### src/rtl/fetch_pkg.sv
// Shared types and constants for the Wishbone instruction-fetch stage.
package fetch_pkg;

  typedef enum logic [1:0] {
    RESET_S  = 2'd0,
    FETCH    = 2'd1,
    REDIRECT = 2'd2
  } fetch_state_t;

  localparam logic [31:0] RESET_PC_DEF = 32'h0000_0000;
  localparam logic [31:0] NOP_INSN_DEF = 32'h0000_0013;
  localparam logic [2:0]  CTI_CLASSIC  = 3'b000;

endpackage

### src/rtl/fetch_stage_wb.sv
// Instruction fetch stage: Wishbone classic read-only master with jump redirect.
// Build option FETCH_ERR_NOP_EN: a bus error in FETCH delivers a NOP instead of retrying.
//
// state    | meaning
// RESET_S  | bus idle, waiting for first cycle after reset
// FETCH    | sequential fetch; bus idle for one cycle after a retry
// REDIRECT | jump pending, waiting for the outstanding cycle to end
module fetch_stage_wb
  import fetch_pkg::*;
#(
  parameter logic [31:0] RESET_PC = RESET_PC_DEF,
  parameter logic [31:0] NOP_INSN = NOP_INSN_DEF
) (
  input  logic        clk,
  input  logic        rst,
  input  logic        ACK_I,
  input  logic        ERR_I,
  input  logic        RTY_I,
  output logic        STB_O,
  output logic        CYC_O,
  output logic [31:0] ADR_O,
  input  logic [31:0] DAT_I,
  output logic [31:0] DAT_O,
  output logic        WE_O,
  output logic [31:0] ins_o,
  output logic [31:0] pc_o,
  output logic        stall_o,
  input  logic [31:0] jmp_addr_i,
  input  logic        jmp_i
);

  fetch_state_t state_q, state_d;
  logic [31:0]  adr_q, adr_d;
  logic [31:0]  tgt_q, tgt_d;
  logic [31:0]  ins_q, ins_d;
  logic [31:0]  pc_q, pc_d;
  logic         stb_q, stb_d;
  logic         stall_q, stall_d;
  logic [31:0]  jmp_tgt;
  logic [31:0]  redir;
  logic         ack_like;
  logic         retry;

  assign jmp_tgt = {jmp_addr_i[31:2], 2'b00};

`ifdef FETCH_ERR_NOP_EN
  assign ack_like = ACK_I | ERR_I;
  assign retry    = ~ACK_I & ~ERR_I & RTY_I;
`else
  assign ack_like = ACK_I;
  assign retry    = ~ACK_I & (RTY_I | ERR_I);
`endif

  always_comb begin
    state_d = state_q;
    adr_d   = adr_q;
    tgt_d   = tgt_q;
    ins_d   = ins_q;
    pc_d    = pc_q;
    stb_d   = stb_q;
    stall_d = 1'b1;
    redir   = jmp_i ? jmp_tgt : tgt_q;
    case (state_q)
      RESET_S: begin
        state_d = FETCH;
        stb_d   = 1'b1;
      end
      FETCH: begin
        if (!stb_q) begin
          stb_d = 1'b1;
          if (jmp_i) adr_d = jmp_tgt;
        end else if (ack_like) begin
          if (jmp_i) begin
            adr_d = jmp_tgt;
          end else begin
            ins_d   = ACK_I ? DAT_I : NOP_INSN;
            pc_d    = adr_q;
            stall_d = 1'b0;
            adr_d   = adr_q + 32'd4;
          end
        end else if (retry) begin
          stb_d = 1'b0;
          if (jmp_i) adr_d = jmp_tgt;
        end else if (jmp_i) begin
          // Address must not change mid-cycle; park the target until the slave responds.
          tgt_d   = jmp_tgt;
          state_d = REDIRECT;
        end
      end
      REDIRECT: begin
        if (ACK_I || ERR_I) begin
          adr_d   = redir;
          state_d = FETCH;
        end else if (RTY_I) begin
          adr_d   = redir;
          stb_d   = 1'b0;
          state_d = FETCH;
        end else begin
          tgt_d = redir;
        end
      end
      default: state_d = RESET_S;
    endcase
  end

  always_ff @(posedge clk) begin
    if (rst) begin
      state_q <= RESET_S;
      adr_q   <= RESET_PC;
      tgt_q   <= RESET_PC;
      ins_q   <= 32'h0;
      pc_q    <= 32'h0;
      stb_q   <= 1'b0;
      stall_q <= 1'b1;
    end else begin
      state_q <= state_d;
      adr_q   <= adr_d;
      tgt_q   <= tgt_d;
      ins_q   <= ins_d;
      pc_q    <= pc_d;
      stb_q   <= stb_d;
      stall_q <= stall_d;
    end
  end

  assign STB_O   = stb_q;
  assign CYC_O   = stb_q;
  assign ADR_O   = adr_q;
  assign DAT_O   = 32'h0;
  assign WE_O    = 1'b0;
  assign ins_o   = ins_q;
  assign pc_o    = pc_q;
  assign stall_o = stall_q;

endmodule

### config.mk
export PLATFORM = sky130hd
export DESIGN_NAME = fetch_stage_wb
export DESIGN_NICKNAME = d
export VERILOG_FILES = /design/src/rtl/fetch_pkg.sv /design/src/rtl/fetch_stage_wb.sv
export SDC_FILE = /design/constraint.sdc
export NUM_CORES = 1
export LEC_CHECK = 0
export CAP_MARGIN = 10
export CORE_ASPECT_RATIO = 0.5
export CORE_UTILIZATION = 39
export DETAILED_ROUTE_END_ITERATION = 6
export GPL_ROUTABILITY_DRIVEN = 1
export GPL_TIMING_DRIVEN = 0
export HOLD_SLACK_MARGIN = 0.06
export MAX_ROUTING_LAYER = met4
export PLACE_DENSITY = 0.75
export SYNTH_ARGS = -nofsm -noshare
export SYNTH_HDL_FRONTEND = slang
export SYNTH_SLANG_ARGS = --single-unit
### constraint.sdc
create_clock -name clk -period 2.62 [get_ports clk]
set_input_delay 0.524 -clock clk [delete_from_list [all_inputs] [get_ports clk]]
set_output_delay 0.524 -clock clk [all_outputs]
set_load 0.01 [all_outputs]
==> flow_summary.yaml, run 1 <==
run_status:
  outcome: "complete, no violations"
cts:
  cts_sinks: 132
  htree_levels: 4
  clk_pin_slew_ns: 0.06
  clock_path_buffers: 2
  cts_root_buf: "clkbuf_16"
  numCtsBuffers: 17
  insertion_delay_ns: 0.42
  post-cts-setup-buffers: 0
  cts_tree: "built"
logic_synthesis:
  yosysWarnings: 0
  yosysSeqAreaShare: 0.413
  synth_area_per_cell_sq_um: 7.50
  synth_seq_cells: 132
  netlist.area_leader.share: 0.413
  yosys.cell_count.top_type: "nand2_1"
  async_flop_share: 0
  yosys-top-cells-count: "nand2_1 (239), a21oi_1 (138), dfxtp_1 (132)"
  synth_flop_cell: "dfxtp_1"
  yosysTopAreaCell: "dfxtp_1"
  ys_types: 62
  synth_area_leaders: "dfxtp_1 (41%), nand2_1 (14%), a21oi_1 (11%)"
  synthCells: 852
  synth-edff-count: 0
  syn_area_sq_um: 6390
timing:
  finClkSkew_ns: 0.00644
  final_hold_viol_count: 0
  timing.final.crit_share: 0.941
  fmax_mhz: 405
  slew_violations: 0
  grt_setup_unrepaired: "no"
  tightestPinTransition_ns: 0.774
  setup_viol: 0
  fin_crit_ns: 2.47
  maxSlewHeadroom: 0.480
hold_path:
  hold_path_class: "reg2reg"
  min_from: "ins_o[3]"
  hold_depth: 2
  min_to: "ins_o[3]"
worst_setup_path:
  critPathKind: "reg2reg"
  worstReg2RegEnd: "ADR_O[30]"
  worstPathArrival_ns: 2.78
  critPathRequiredTime_ns: 2.93
  r2r_cells: 8
  r2r_start: "state_q[0]"
  crit_fanout: 10
  cp_top_family: "buffers and inverters"
  crit_chain: "inv_1 -> ha_1 -> buf_2 -> nor2_1 -> buf_2 -> nand2_1 -> mux2_2 -> a21oi_1"
  start_kind: "flip-flop"
  worst-r2r-setup-slack_ns: 0.15
  crit_cells: 8
  cp.buffers_inverters: 3
  path_common_cell: "buf_2"
  worst_setup_path_end_kind: "flip-flop"
  critPathMaxStageDelay_ns: 0.42
  cpMaxStageDelayCell: "nor2_1"
pwr:
  power_density_nw_per_um2: 777
  vdd_drop_max_v: 0.000487
  p_leak_nw: 3.25
  switching_share: 0.348
  seq_power_share: 0.350
  p_sw_mw: 2.44
  total_power_mw: 7.03
  combPwrFrac: 0.302
  clockPowerShare: 0.348
  p_int_mw: 4.59
finish:
  area_growth_pct: 41.4
  final_layout_size_suffix_gt1_frac: 0.105
  final_util: 0.576
  layout.nets: 1144
  num_antenna_cells: 0
  multi_input_area_sq_um: 3250
  n_fill_cell: 1459
  register_area_sq_um: 2640
global_route:
  use_met3: 0.0783
  grt.total_usage: 0.273
  antenna_found_initial: 0
  grt_max_degree: 17
  busiest_layer: "met2"
  grt_util_met1: 0.355
  grt_pass1_vias: 6290
  gr-total-overflow: 0
  use_met2: 0.407
  grt_pass1_wl_um: 34500
place:
  io_buffer_count: 165
  dp_hpwl_um: 16500
  globalplace.congestion: 0.975
floorplan:
  initial_core_util: 0.407
  dieArea_sq_um: 16900
  core_sq_um: 15700
  die_w_um: 183
  ios: 202
  die_h_um: 92.5
  row_count: 32
routing:
  drt_pre_antenna_iters: 6
  antenna_left: 0
  drt_wl_total_um: 22600
  vias_per_cell: 5.40
  drt-initial-drc-count: 843
  drc_errors: 0
  num_vias: 7019
  wire_per_inst_um: 17.4
run:
  maxCapViolCount: 0
[per-layer routing]
layer,up-vias,routed length (um)
li1,3292,-
met1,3264,9660
met2,412,9710
met3,51,2750
met4,0,489
met5,-,0
[tightest hold or removal path, delay by kind of cell, from the launching register on]
family / cells / cell delay, ns
AOI/OAI and AO/OA: 1 / 0.05
and+or+nand+nor: 1 / 0.05
DFF: 1 / 0.30
[kinds of logic (layout without fill, tap and decap cells)]
family          after synthesis  count (layout)  share of synthesized area
xor+xnor                      1               1                    0.00137
buf+inv                     115             311                     0.0978
fa+ha+maj                     6               6                     0.0117
mux                           8               8                     0.0129
simple gates                362             362                      0.260
flops                       132             132                      0.413
compound gates              227             227                      0.202
other cells                   1              33                   0.000587
[flip-flops by register name, summed over array words and instances (netlist names)]
| name | cells |
|---|---|
| CYC_O | 1 |
| ins_o | 32 |
| state_q | 2 |
| ADR_O | 32 |
| tgt_q | 32 |
| pc_o | 32 |
| stall_o | 1 |
[placed cells by master (no fill, tap or decap), types with 3 or more instances in the layout]
| cell | count |
|---|---|
| a211oi_1 | 3 |
| a21oi_1 | 138 |
| a221oi_1 | 3 |
| a22oi_1 | 10 |
| a311oi_1 | 3 |
| a31oi_1 | 5 |
| and2_1 | 3 |
| and3_1 | 12 |
| buf_1 | 3 |
| buf_2 | 22 |
| buf_4 | 38 |
| buf_6 | 3 |
| bufinv_16 | 3 |
| clkbuf_1 | 32 |
| clkbuf_16 | 17 |
| clkbuf_2 | 3 |
| clkdlybuf4s50_1 | 165 |
| clkinv_2 | 4 |
| clkinv_4 | 4 |
| conb_1 | 33 |
| dfxtp_1 | 132 |
| ha_1 | 6 |
| inv_1 | 14 |
| mux2i_1 | 6 |
| nand2_1 | 239 |
| nand2b_1 | 5 |
| nand3_1 | 20 |
| nand4_1 | 12 |
| nor2_1 | 26 |
| nor2b_1 | 3 |
| nor3_1 | 11 |
| nor3b_1 | 4 |
| o21ai_0 | 36 |
| o221ai_1 | 3 |
| o31a_1 | 3 |
| o32ai_1 | 4 |
| or4_1 | 4 |
[power groups by stage]
stage	Clock, mW	Sequential [mW]	Combinational [mW]
final	2.45	2.46	2.12
after global placement	0	2.48	2.03
after floorplan	0	2.48	1.12
after detailed placement	0	2.49	2.04
after global routing	2.58	2.48	2.25
after CTS	2.47	2.45	2.05
[how the worst max path moves through the flow]
stage	startpoint	endpoint	slack (ns)
after CTS	state_q[0]	ADR_O[23]	0.22
after detailed placement	jmp_i	ADR_O[3]	-0.17
after floorplan	ACK_I	ADR_O[2]	0.77
final	state_q[0]	ADR_O[30]	0.15
after global routing	state_q[0]	ADR_O[1]	0.08
after global placement	jmp_i	ADR_O[14]	-0.19
[what timing repair did]
item,in CTS,in global routing
endpoints found under the setup margin,0,3
hold endpoints to repair,0,0
resized for setup,0,4
hold buffers,0,0
[layout make-up]
| cell class | instances | area share |
|---|---|---|
| Sequential cell | 132 | 0.292 |
| Multi-Input combinational cell | 637 | 0.359 |
| Timing Repair Buffer | 165 | 0.183 |
| Inverter | 14 | 0.00581 |
| Clock buffer | 18 | 0.0486 |
| Buffer | 101 | 0.0636 |
| Clock inverter | 13 | 0.0177 |
| Tap cell | 221 | 0.0306 |
[per-stage QoR]
| step | setup TNS [ns] | setup WS, ns | hold WS, ns | std cells | cell area [sq um] |
|---|---|---|---|---|---|
| floorplan | 0 | 0.766 | 0.432 | 884 | 6510 |
| global placement | -2.47 | -0.189 | 0.437 | 1270 | 8440 |
| detailed placement | -2.93 | -0.166 | 0.446 | 1270 | 8440 |
| CTS | 0 | 0.216 | 0.454 | 1301 | 9040 |
| global route | 0 | 0.0839 | 0.471 | 1301 | 9040 |
| finish | 0 | 0.154 | 0.452 | 1301 | 9040 |
Power figures use the tool's default switching activity.
==> run 2: changes to the inputs <==
- GPL_ROUTABILITY_DRIVEN: 1 -> default
- SETUP_SLACK_MARGIN: default -> 0.1
==> flow_summary.yaml, run 2 (synthesis results as in run 1) <==
run_status:
  outcome: "complete, no violations"
cts:
  insertion_delay_ns: 0.42
  numCtsBuffers: 17
  cts_tree: "built"
  cts_sinks: 132
  cts_root_buf: "clkbuf_16"
  clock_path_buffers: 2
  clk_pin_slew_ns: 0.06
  post-cts-setup-buffers: 0
  htree_levels: 4
floorplan:
  core_sq_um: 15700
  ios: 202
  die_h_um: 92.5
  dieArea_sq_um: 16900
  row_count: 32
  initial_core_util: 0.407
  die_w_um: 183
global_route:
  gr-total-overflow: 0
  grt_pass1_vias: 6290
  grt_pass1_wl_um: 34500
  antenna_found_initial: 0
  grt_max_degree: 17
  grt.total_usage: 0.273
routing:
  highest_layer: "met4"
  drt-initial-drc-count: 876
  wl_met1_um: 9630
  vias_per_cell: 5.42
  drt_pre_antenna_iters: 6
  antenna_left: 0
  drc_errors: 0
  wire_per_inst_um: 17.4
  dr_wl_met3_um: 2780
  num_vias: 7048
  drt_wl_total_um: 22600
  dr_wl_met2_um: 9700
finish:
  area_growth_pct: 41.5
  final_layout_size_suffix_gt1_frac: 0.106
  layout.nets: 1144
  n_fill_cell: 1458
  layout_common_cells: "nand2_1 (239), clkdlybuf4s50_1 (165), a21oi_1 (138)"
  num_antenna_cells: 0
  fin_cells: 1301
  fin_area_sq_um: 9050
  final_util: 0.577
  mostFrequentLayoutCell: "nand2_1"
worst_setup_path:
  crit_chain: "inv_1 -> ha_1 -> buf_2 -> nor2_1 -> buf_2 -> nand2_1 -> mux2_2 -> a21oi_1"
  critPathMaxStageDelay_ns: 0.43
  cp.buffers_inverters: 3
  worst_setup_path_end_kind: "flip-flop"
  critPathRequiredTime_ns: 2.93
  cpMaxStageDelayCell: "nor2_1"
  worstPathArrival_ns: 2.79
  path_common_cell: "buf_2"
  critPathKind: "reg2reg"
  start_kind: "flip-flop"
  cp_top_family: "buffers and inverters"
  crit_fanout: 10
pwr:
  total_power_mw: 7.03
  p_leak_nw: 3.25
  vdd_drop_max_v: 0.000489
  power_density_nw_per_um2: 777
place:
  dpl-instance-area_sq_um: 8440
  io_buffer_count: 165
  globalplace.congestion: 0.975
  dp.cells: 1270
  dp_hpwl_um: 16500
timing:
  finClkSkew_ns: 0.00651
  maxSlewHeadroom: 0.505
  slew_violations: 0
  fin_tns_setup_ns: 0
  final_hold_viol_count: 0
  tightestPinTransition_ns: 0.742
  setup_viol: 0
  fin_crit_ns: 2.48
  timing.final.crit_share: 0.946
  fmax_mhz: 403
  grt_setup_unrepaired: "no"
run:
  maxCapViolCount: 0
hold_path:
  hold_path_class: "reg2reg"
-- run 2: cell counts in the layout (fill, tap and decap cells not counted) --
No cell type changed its count.
-- run 2: worst paths after layout --
check,startpoint,endpoint,slack [ns],cells after the start
min reg2reg,tgt_q[16],tgt_q[16],0.45,2
max reg2reg,state_q[0],ADR_O[30],0.14,8
max,state_q[0],ADR_O[30],0.14,8
min,tgt_q[16],tgt_q[16],0.45,2
-- run 2: what timing repair did --
action                                  in CTS  in global routing
resized for setup                            0                  5
endpoints found under the setup margin       0                  8
hold buffers                                 0                  0
-- run 2: metal layers --
| metal | up-vias | GRT usage |
|---|---|---|
| met5 | - | - |
| met4 | 0 | 0.0910 |
| met3 | 52 | 0.0783 |
| met2 | 445 | 0.407 |
| met1 | 3263 | 0.355 |
| li1 | 3288 | - |
-- run 2: area by class of cell --
class                   count  area, sq um  area share
plain buffers             101          576      0.0636
clock buffers              18          439      0.0485
clock inverters            13          160      0.0177
inverters                  14         52.6     0.00581
multi-input cells         637         3250       0.359
flip-flops and latches    132         2640       0.292
well taps                 221          277      0.0306
repair buffers            165         1650       0.183
-- run 2: report_power, final --
| group | total, mW | internal (mW) | switching, mW |
|---|---|---|---|
| Clock | 2.45 | 1.51 | 0.939 |
| Sequential | 2.46 | 2.19 | 0.271 |
| Combinational | 2.12 | 0.883 | 1.24 |
| Total | 7.03 | 4.59 | 2.45 |
-- run 2: worst min-delay path, cell delays in order (launching register included) --
cell and delay (ns):
dfxtp_1 0.30, nand2_1 0.05, a21oi_1 0.05
-- run 2: per-stage QoR --
| step | setup WS, ns | hold slack (ns) |
|---|---|---|
| 5_1_grt | 0.105 | 0.471 |
| 3_5_place_dp | -0.166 | 0.446 |
| 2_1_floorplan | 0.766 | 0.432 |
| 3_3_place_gp | -0.189 | 0.437 |
| 4_1_cts | 0.216 | 0.454 |
| 6_report | 0.141 | 0.452 |
